`config.mk`:
```
export PLATFORM = sky130hd
export DESIGN_NAME = round_key_store
export DESIGN_NICKNAME = d
export VERILOG_FILES = /design/src/rtl/round_key_store.sv
export SDC_FILE = /design/constraint.sdc
export NUM_CORES = 1
export LEC_CHECK = 0
export BUFFER_PORTS_ARGS = -buffer_cell sky130_fd_sc_hd__buf_2
export CAP_MARGIN = 10
export CELL_PAD_IN_SITES_DETAIL_PLACEMENT = 1
export CELL_PAD_IN_SITES_GLOBAL_PLACEMENT = 2
export CORE_UTILIZATION = 47
export CTS_CLUSTER_DIAMETER = 100
export DETAILED_ROUTE_END_ITERATION = 12
export HOLD_SLACK_MARGIN = 0.05
export PLACE_DENSITY_LB_ADDON = 0.15
export SETUP_SLACK_MARGIN = 0.05
export SYNTH_ARGS = -nofsm -noshare
export SYNTH_HDL_FRONTEND = slang
export SYNTH_SLANG_ARGS = --single-unit
```
`constraint.sdc`:
```
create_clock -name clk -period 2.3 [get_ports clk]
set_input_delay 0.46 -clock clk [delete_from_list [all_inputs] [get_ports clk]]
set_output_delay 0.46 -clock clk [all_outputs]
set_load 0.05 [all_outputs]
```
`src/rtl/round_key_store.sv`:
```
// Round-key store: captures the NUM_ROUNDS+1 expanded AES round keys and serves them over a registered random-access read port.
// Optional build macro ROUND_KEY_STORE_ZEROIZE_EN adds a storage-clearing sweep on zeroize.
module round_key_store #(
    parameter int DATA_WIDTH = 32,
    parameter int NUM_ROUNDS = 10
) (
    input  logic                    clk,
    input  logic                    rst_n,
    input  logic [2:0]              FSM_core_in,
    input  logic [3:0]              core_count_in,
    input  logic [DATA_WIDTH-1:0]   key_in_0,
    input  logic [DATA_WIDTH-1:0]   key_in_1,
    input  logic [DATA_WIDTH-1:0]   key_in_2,
    input  logic [DATA_WIDTH-1:0]   key_in_3,
    input  logic                    rd_en,
    input  logic [3:0]              rd_addr,
    input  logic                    zeroize,
    output logic [4*DATA_WIDTH-1:0] rd_key,
    output logic                    rd_valid,
    output logic                    rd_miss,
    output logic                    keys_ready,
    output logic                    busy
);
    localparam int         KW    = 4 * DATA_WIDTH;
    localparam int         DEPTH = NUM_ROUNDS + 1;
    localparam logic [3:0] LAST  = 4'(NUM_ROUNDS);
    localparam logic [2:0] CORE_LOAD   = 3'b001;
    localparam logic [2:0] CORE_EXPAND = 3'b010;

`ifdef ROUND_KEY_STORE_ZEROIZE_EN
    typedef enum logic [1:0] {S_EMPTY, S_FILLING, S_FULL, S_ZEROIZE} state_e;
`else
    typedef enum logic [1:0] {S_EMPTY, S_FILLING, S_FULL} state_e;
`endif

    state_e           state_q, state_d;
    logic [DEPTH-1:0] mask_q, mask_d;
    logic [KW-1:0]    mem_q [DEPTH];
    logic             wr_en;
    logic [3:0]       wr_idx;
    logic [KW-1:0]    wr_data;
    logic             sweep;
    logic             rd_hit;
    logic [KW-1:0]    rd_key_q;
    logic             rd_valid_q, rd_miss_q, keys_ready_q;

`ifdef ROUND_KEY_STORE_ZEROIZE_EN
    logic [3:0] zidx_q, zidx_d;
    logic       busy_q;
    assign sweep = (state_q == S_ZEROIZE);
`else
    assign sweep = 1'b0;
`endif

    always_comb begin
        state_d = state_q;
        mask_d  = mask_q;
        wr_en   = 1'b0;
        wr_idx  = core_count_in;
        wr_data = {key_in_0, key_in_1, key_in_2, key_in_3};
`ifdef ROUND_KEY_STORE_ZEROIZE_EN
        zidx_d  = zidx_q;
        if (sweep) begin
            // One entry cleared per cycle; loads and expansion writes are locked out.
            wr_en   = 1'b1;
            wr_idx  = zidx_q;
            wr_data = '0;
            zidx_d  = zidx_q + 4'd1;
            if (zidx_q == LAST) begin
                state_d = S_EMPTY;
                zidx_d  = '0;
            end
        end else if (zeroize) begin
            state_d = S_ZEROIZE;
            mask_d  = '0;
            zidx_d  = '0;
        end else
`else
        if (zeroize) begin
            state_d = S_EMPTY;
            mask_d  = '0;
        end else
`endif
        if (FSM_core_in == CORE_LOAD) begin
            state_d = S_EMPTY;
            mask_d  = '0;
        end else if (FSM_core_in == CORE_EXPAND && core_count_in <= LAST) begin
            wr_en                 = 1'b1;
            mask_d[core_count_in] = 1'b1;
            state_d               = (&mask_d) ? S_FULL : S_FILLING;
        end
    end

    // Read looks at pre-edge mask/storage, giving read-before-write on a collision.
    assign rd_hit = rd_en && !sweep && (rd_addr <= LAST) && mask_q[rd_addr];

    always_ff @(posedge clk or negedge rst_n) begin
        if (!rst_n) begin
            state_q      <= S_EMPTY;
            mask_q       <= '0;
            rd_key_q     <= '0;
            rd_valid_q   <= 1'b0;
            rd_miss_q    <= 1'b0;
            keys_ready_q <= 1'b0;
        end else begin
            state_q      <= state_d;
            mask_q       <= mask_d;
            rd_valid_q   <= rd_hit;
            rd_miss_q    <= rd_en && !rd_hit;
            keys_ready_q <= (state_d == S_FULL);
            if (rd_hit) rd_key_q <= mem_q[rd_addr];
        end
    end

`ifdef ROUND_KEY_STORE_ZEROIZE_EN
    always_ff @(posedge clk or negedge rst_n) begin
        if (!rst_n) begin
            zidx_q <= '0;
            busy_q <= 1'b0;
            for (int i = 0; i < DEPTH; i++) mem_q[i] <= '0;
        end else begin
            zidx_q <= zidx_d;
            busy_q <= (state_d == S_ZEROIZE);
            if (wr_en) mem_q[wr_idx] <= wr_data;
        end
    end
    assign busy = busy_q;
`else
    always_ff @(posedge clk) begin
        if (wr_en) mem_q[wr_idx] <= wr_data;
    end
    assign busy = 1'b0;
`endif

    assign rd_key     = rd_key_q;
    assign rd_valid   = rd_valid_q;
    assign rd_miss    = rd_miss_q;
    assign keys_ready = keys_ready_q;
endmodule

```
* Word level (Yosys, flattened, before mapping)
Memory sizes are Yosys's and may differ from the RTL's. A register that Yosys moved wholly into a read port is not among the register bits.
Index checks and enable logic that the tools add are counted.
** Operators by class
- Magnitude comparators :: 5
- Equality and inequality tests :: 3
- Multiplexer cells :: 16
- Bitwise operators :: 1
- Reduce and logical (&&, ||, !) cells :: 9
** Operator list (count)
- $mux W11 :: 3
- $or A11 B11 Y11 :: 1
- $reduce_and A11 Y1 :: 1
- $lt A4 B5 Y1 const B :: 2
- $le A4 B4 Y1 const B :: 2
- $mux W2 :: 4
- $mux W1 :: 7
- $logic_and A1 B1 Y1 :: 5
- $bmux W1 S4 :: 1
- $demux W1 S4 :: 1
- $ge A4 B1 Y1 const B :: 1
- $eq A3 B1 Y1 const B :: 1
- $eq A3 B2 Y1 const B :: 1
- $reduce_bool A3 Y1 :: 1
- $eq A2 B2 Y1 const B :: 1
- $logic_not A1 Y1 :: 2
** Storage, ports and cells
- Register bits :: 16
- Bits in writable memories :: 1408
- Logic and storage cells :: 40
- Memories :: 1
** Memory list
- mem_q :: depth 11, width 128, read ports 1, clocked after Yosys merged registers in 1, wr ports 1, line 38 : logic [KW-1:0] mem_q [DEPTH];

* Longest topological paths before layout
- Depth after elaboration :: 11
- Mapped depth :: 10

* Worst setup path after synthesis
Ideal clock, no wire load.
- Path type :: input to register
- From :: in FSM_core_in[0]
- To :: mem mem_q[8][0] in the netlist's numbering (enable)
- Arrival :: 10067 ps
- Data required time :: 1528 ps
- Slack :: -8539 ps
- Stages on the path :: 4
- Cells stage by stage :: nor3b_1 o21ai_1 or3_1 nor3_1
** On the way
- Cells in the longest elaborated chain, start to end :: 7
- Elaborated cells on any way between the ends :: 8
- Those cells by class :: 2 x eq/ne; 5 x mux; 1 x reduce/logical
** Ends and longest elaborated chain
- start, declared :: line 9 : input logic [2:0] FSM_core_in,
- $eq A3 B2 Y1 :: line 87 : end else if (FSM_core_in == CORE_EXPAND && core_count_in <= LAST) begin
- $logic_and A1 B1 Y1 :: line 87
- $mux W1 :: line 87
- $mux W1 * :: line 84 : if (FSM_core_in == CORE_LOAD) begin
- $mux W1 * :: line 79 : if (zeroize) begin
- $mux W1 * :: line 130 : if (wr_en) mem_q[wr_idx] <= wr_data;
- $mux W1 (implied by the code) * :: line 130
- end, declared :: line 38
Mark *: on every way between the ends. The rest lies on a longest branch, timed or not.

* Worst setup path after layout
- From :: reg mask_q[10]
- To :: reg rd_key_q[61], in the netlist rd_key[61] (read register of mem_q)
** On the way
- Cells in the longest elaborated chain, start to end :: 3
** Ends and longest elaborated chain
- start, declared :: line 37 : logic [DEPTH-1:0] mask_q, mask_d;
- start signal, assigned :: line 107 : mask_q <= mask_d;
- $bmux W1 S4 :: line 95 : assign rd_hit = rd_en && !sweep && (rd_addr <= LAST) && mask_q[rd_addr];
- $mux W1 (implied by the code) :: line 95
- $logic_and A1 B1 Y1 :: line 95
- end, declared :: line 44 : logic [KW-1:0] rd_key_q;
No other way between the ends. The select of a mux whose other input is x is not followed.
A chain may end at the register's enable or synchronous reset.

==> impl_metrics.json <==
{
  "status": "completed",
  "fillers": 10677,
  "ioPinCount": 275,
  "hold_path.class": "input pin to flop",
  "vdd_drop_max_uv": 640,
  "wl_mm": 149,
  "drive_gt1_share_pct": 29.0,
  "routed.top_layer": "met5",
  "grt_max_degree": 80,
  "place_ws_ps": -191,
  "drc": 0,
  "area_delta_synth_final_pct": 23.2,
  "syn_area_per_cell_um2": 19.6,
  "synth_nets": 3128,
  "nNetsFinal": 3850,
  "die_area_mm2": 0.126,
  "antenna_left": 0,
  "start_kind": "flop",
  "cts_tree": "done",
  "clock-sinks": 1552,
  "grt_setup_unrepaired": "no",
  "tns_ps": 0,
  "cts_made_buffers": 162,
  "worst_pin_slew_ps": 623,
  "drt-initial-drc-count": 2409,
  "wl_met1_mm": 64.6,
  "clk_path_buf_depth": 3,
  "num_rows": 128,
  "slew_headroom_pct": 58.4,
  "finalCritPeriodShare_pct": 91.9,
  "fmax_mhz": 473,
  "worst_slack_ps": 187,
  "maxCapViolCount": 0,
  "initial_utilization_pct": 47.7,
  "slew_viol_final": 0,
  "via_per_inst": 5.67,
  "met3_length_mm": 6.48,
  "fp.dieH_um": 355,
  "hold_viol": 0,
  "setup_viol": 0,
  "ys_types": 35,
  "core_mm2": 0.123,
  "grt_usage_pct": 24.1,
  "grt_pass1_vias": 33817,
  "place.gp.congestion": 0.783,
  "path_max_fanout": 24,
  "synth.yosys.seq_area_share_pct": 78.5,
  "finalCriticalPeriod_ps": 2110,
  "synth_top_area_share_pct": 72.4,
  "ys_seq_elements": 1552,
  "synth_top_area_cell": "edfxtp_1",
  "grt_pass1_wl_mm": 224,
  "post_drt_wl_per_cell_um": 27.3,
  "port_buffers": 273,
  "post_cts_buffers": 0,
  "cts.clk_slew.worst_paths_ps": 60,
  "p_leak_nw": 25.3,
  "critPathKind": "flop to flop",
  "dr.pass1.iters": 5,
  "power_density_mw_per_mm2": 837,
  "cp-end-kind": "flop",
  "vias": 30992,
  "antenna_found_initial": 9,
  "grt_remaining_overflow": 0,
  "cts.htree.levels": 4,
  "clock_latency_ps": 760,
  "met2_length_mm": 75.4,
  "dp_hpwl_mm": 95.5,
  "postSynthCellCount": 2985,
  "final_util_pct": 58.7,
  "r2r_slack_ps": 190,
  "cp_data_required_time_ps": 2930,
  "skew_ps": 19.0,
  "multi_input_area_mm2": 0.0118,
  "design_area_mm2": 0.0720,
  "die_w_um": 355,
  "arrival_ps": 2750,
  "root_buffer": "clkbuf_16",
  "placed_area_mm2": 0.0654,
  "syn_area_mm2": 0.0584,
  "synth.top_cells.by_area": "edfxtp_1, mux4_2, dfrtp_1",
  "yosysWarnings": 0,
  "regArea_mm2": 0.0459
}
[critical path: stages (launching register included)]
cell	delay, ps
dfrtp_1	420
mux2i_1	100
mux4_2	500
o32a_4	380
buf_12	170
buf_4	210
nand2_1	100
o21ai_1	80
[synthesized netlist by cell type]
master       n
a211o_1      1
a211oi_1     1
a21o_1       1
a21oi_1    143
a22o_1     128
a22oi_1      3
a32o_1       1
and3_1       2
buf_1       17
buf_2       54
buf_4        3
buf_6       17
clkbuf_1    88
conb_1       1
dfrtp_1    144
edfxtp_1  1408
inv_1        4
mux2_2       2
mux2i_1    133
mux4_2     257
nand2_1    265
nand2b_1     1
nand3_1      1
nand3b_1     3
nand4_1      1
nor2_1      21
nor2b_1      5
nor3_1      10
nor3b_1      5
o211ai_1     3
o21ai_0    130
o21ai_1    128
o21ai_2      1
o32a_4       1
or3_1        2
[metal layers]
layer / global-route usage (%) / up-vias
met2: 40.6 / 731
met1: 33.6 / 16560
met4: 5.41 / 14
li1: - / 13497
met3: 3.43 / 190
met5: 0 / -
[registers in the layout, summed over array words and instances, names as in the netlist]
register    cells
mem_q        1408
rd_key        128
mask_q         11
state_q         2
keys_ready      1
rd_miss         1
rd_valid        1
[power by group]
part	leakage [nW]	internal, mW	switching, mW	total [mW]
combinational	8.05	1.35	2.13	3.48
sequential	14.7	31.0	0.106	31.1
clock	2.55	15.2	10.5	25.7
[worst paths after layout]
kind                                         start                      end  cells after the start
max                         mask_q[10]$_DFFE_PN0P_   rd_key[61]$_DFFE_PN0P_                      7
min                                   key_in_2[19]   mem_q[2][51]$_DFFE_PP_                      1
max reg2reg                 mask_q[10]$_DFFE_PN0P_   rd_key[61]$_DFFE_PN0P_                      7
min reg2reg                rd_key[112]$_DFFE_PN0P_  rd_key[112]$_DFFE_PN0P_                      2
max in group asynchronous                    rst_n    rd_key[5]$_DFFE_PN0P_                      4
min in group asynchronous                    rst_n   rd_key[17]$_DFFE_PN0P_                      2
[area by class of cell]
cell class	count	share of cell area, %
flip-flops and latches	1552	63.8
clock inverters	68	0.904
inverters	4	0.0209
well taps	1625	2.83
multi-input cells	1250	16.4
clock buffers	225	6.35
diodes	2	0.00696
repair buffers	737	9.72
[metrics by stage]
step	cells	power [mW]	hold slack (ps)
floorplan	2985	33.4	164
global placement	5040	34.9	339
detailed placement	5040	35.0	346
CTS	5461	60.8	53.7
global route	5462	61.9	87.8
finish	5463	60.2	115
[timing repair]
action	4_1_cts	5_1_grt
endpoints found under the hold margin	1469	0
resized for setup	0	1
hold buffers	128	0
endpoints found under the setup margin	0	13
[cell usage in the layout, fill, tap and decap left out, types with 133 or more instances in the layout]
master        n
buf_12      143
mux2i_1     133
a21oi_1     142
buf_4       193
mux4_2      257
dfrtp_1     144
edfxtp_1   1408
nand2_1     265
buf_2       269
clkbuf_16   168
[logic make-up after synthesis]
family	count (synthesis)	share of synthesized area (%)
muxes	392	12.2
other	1	0.00642
and+or+nand+nor	316	2.15
buffers and inverters	183	1.53
AOI/OAI and AO/OA	541	5.54
DFF	1552	78.5
Power figures use the tool's default switching activity.
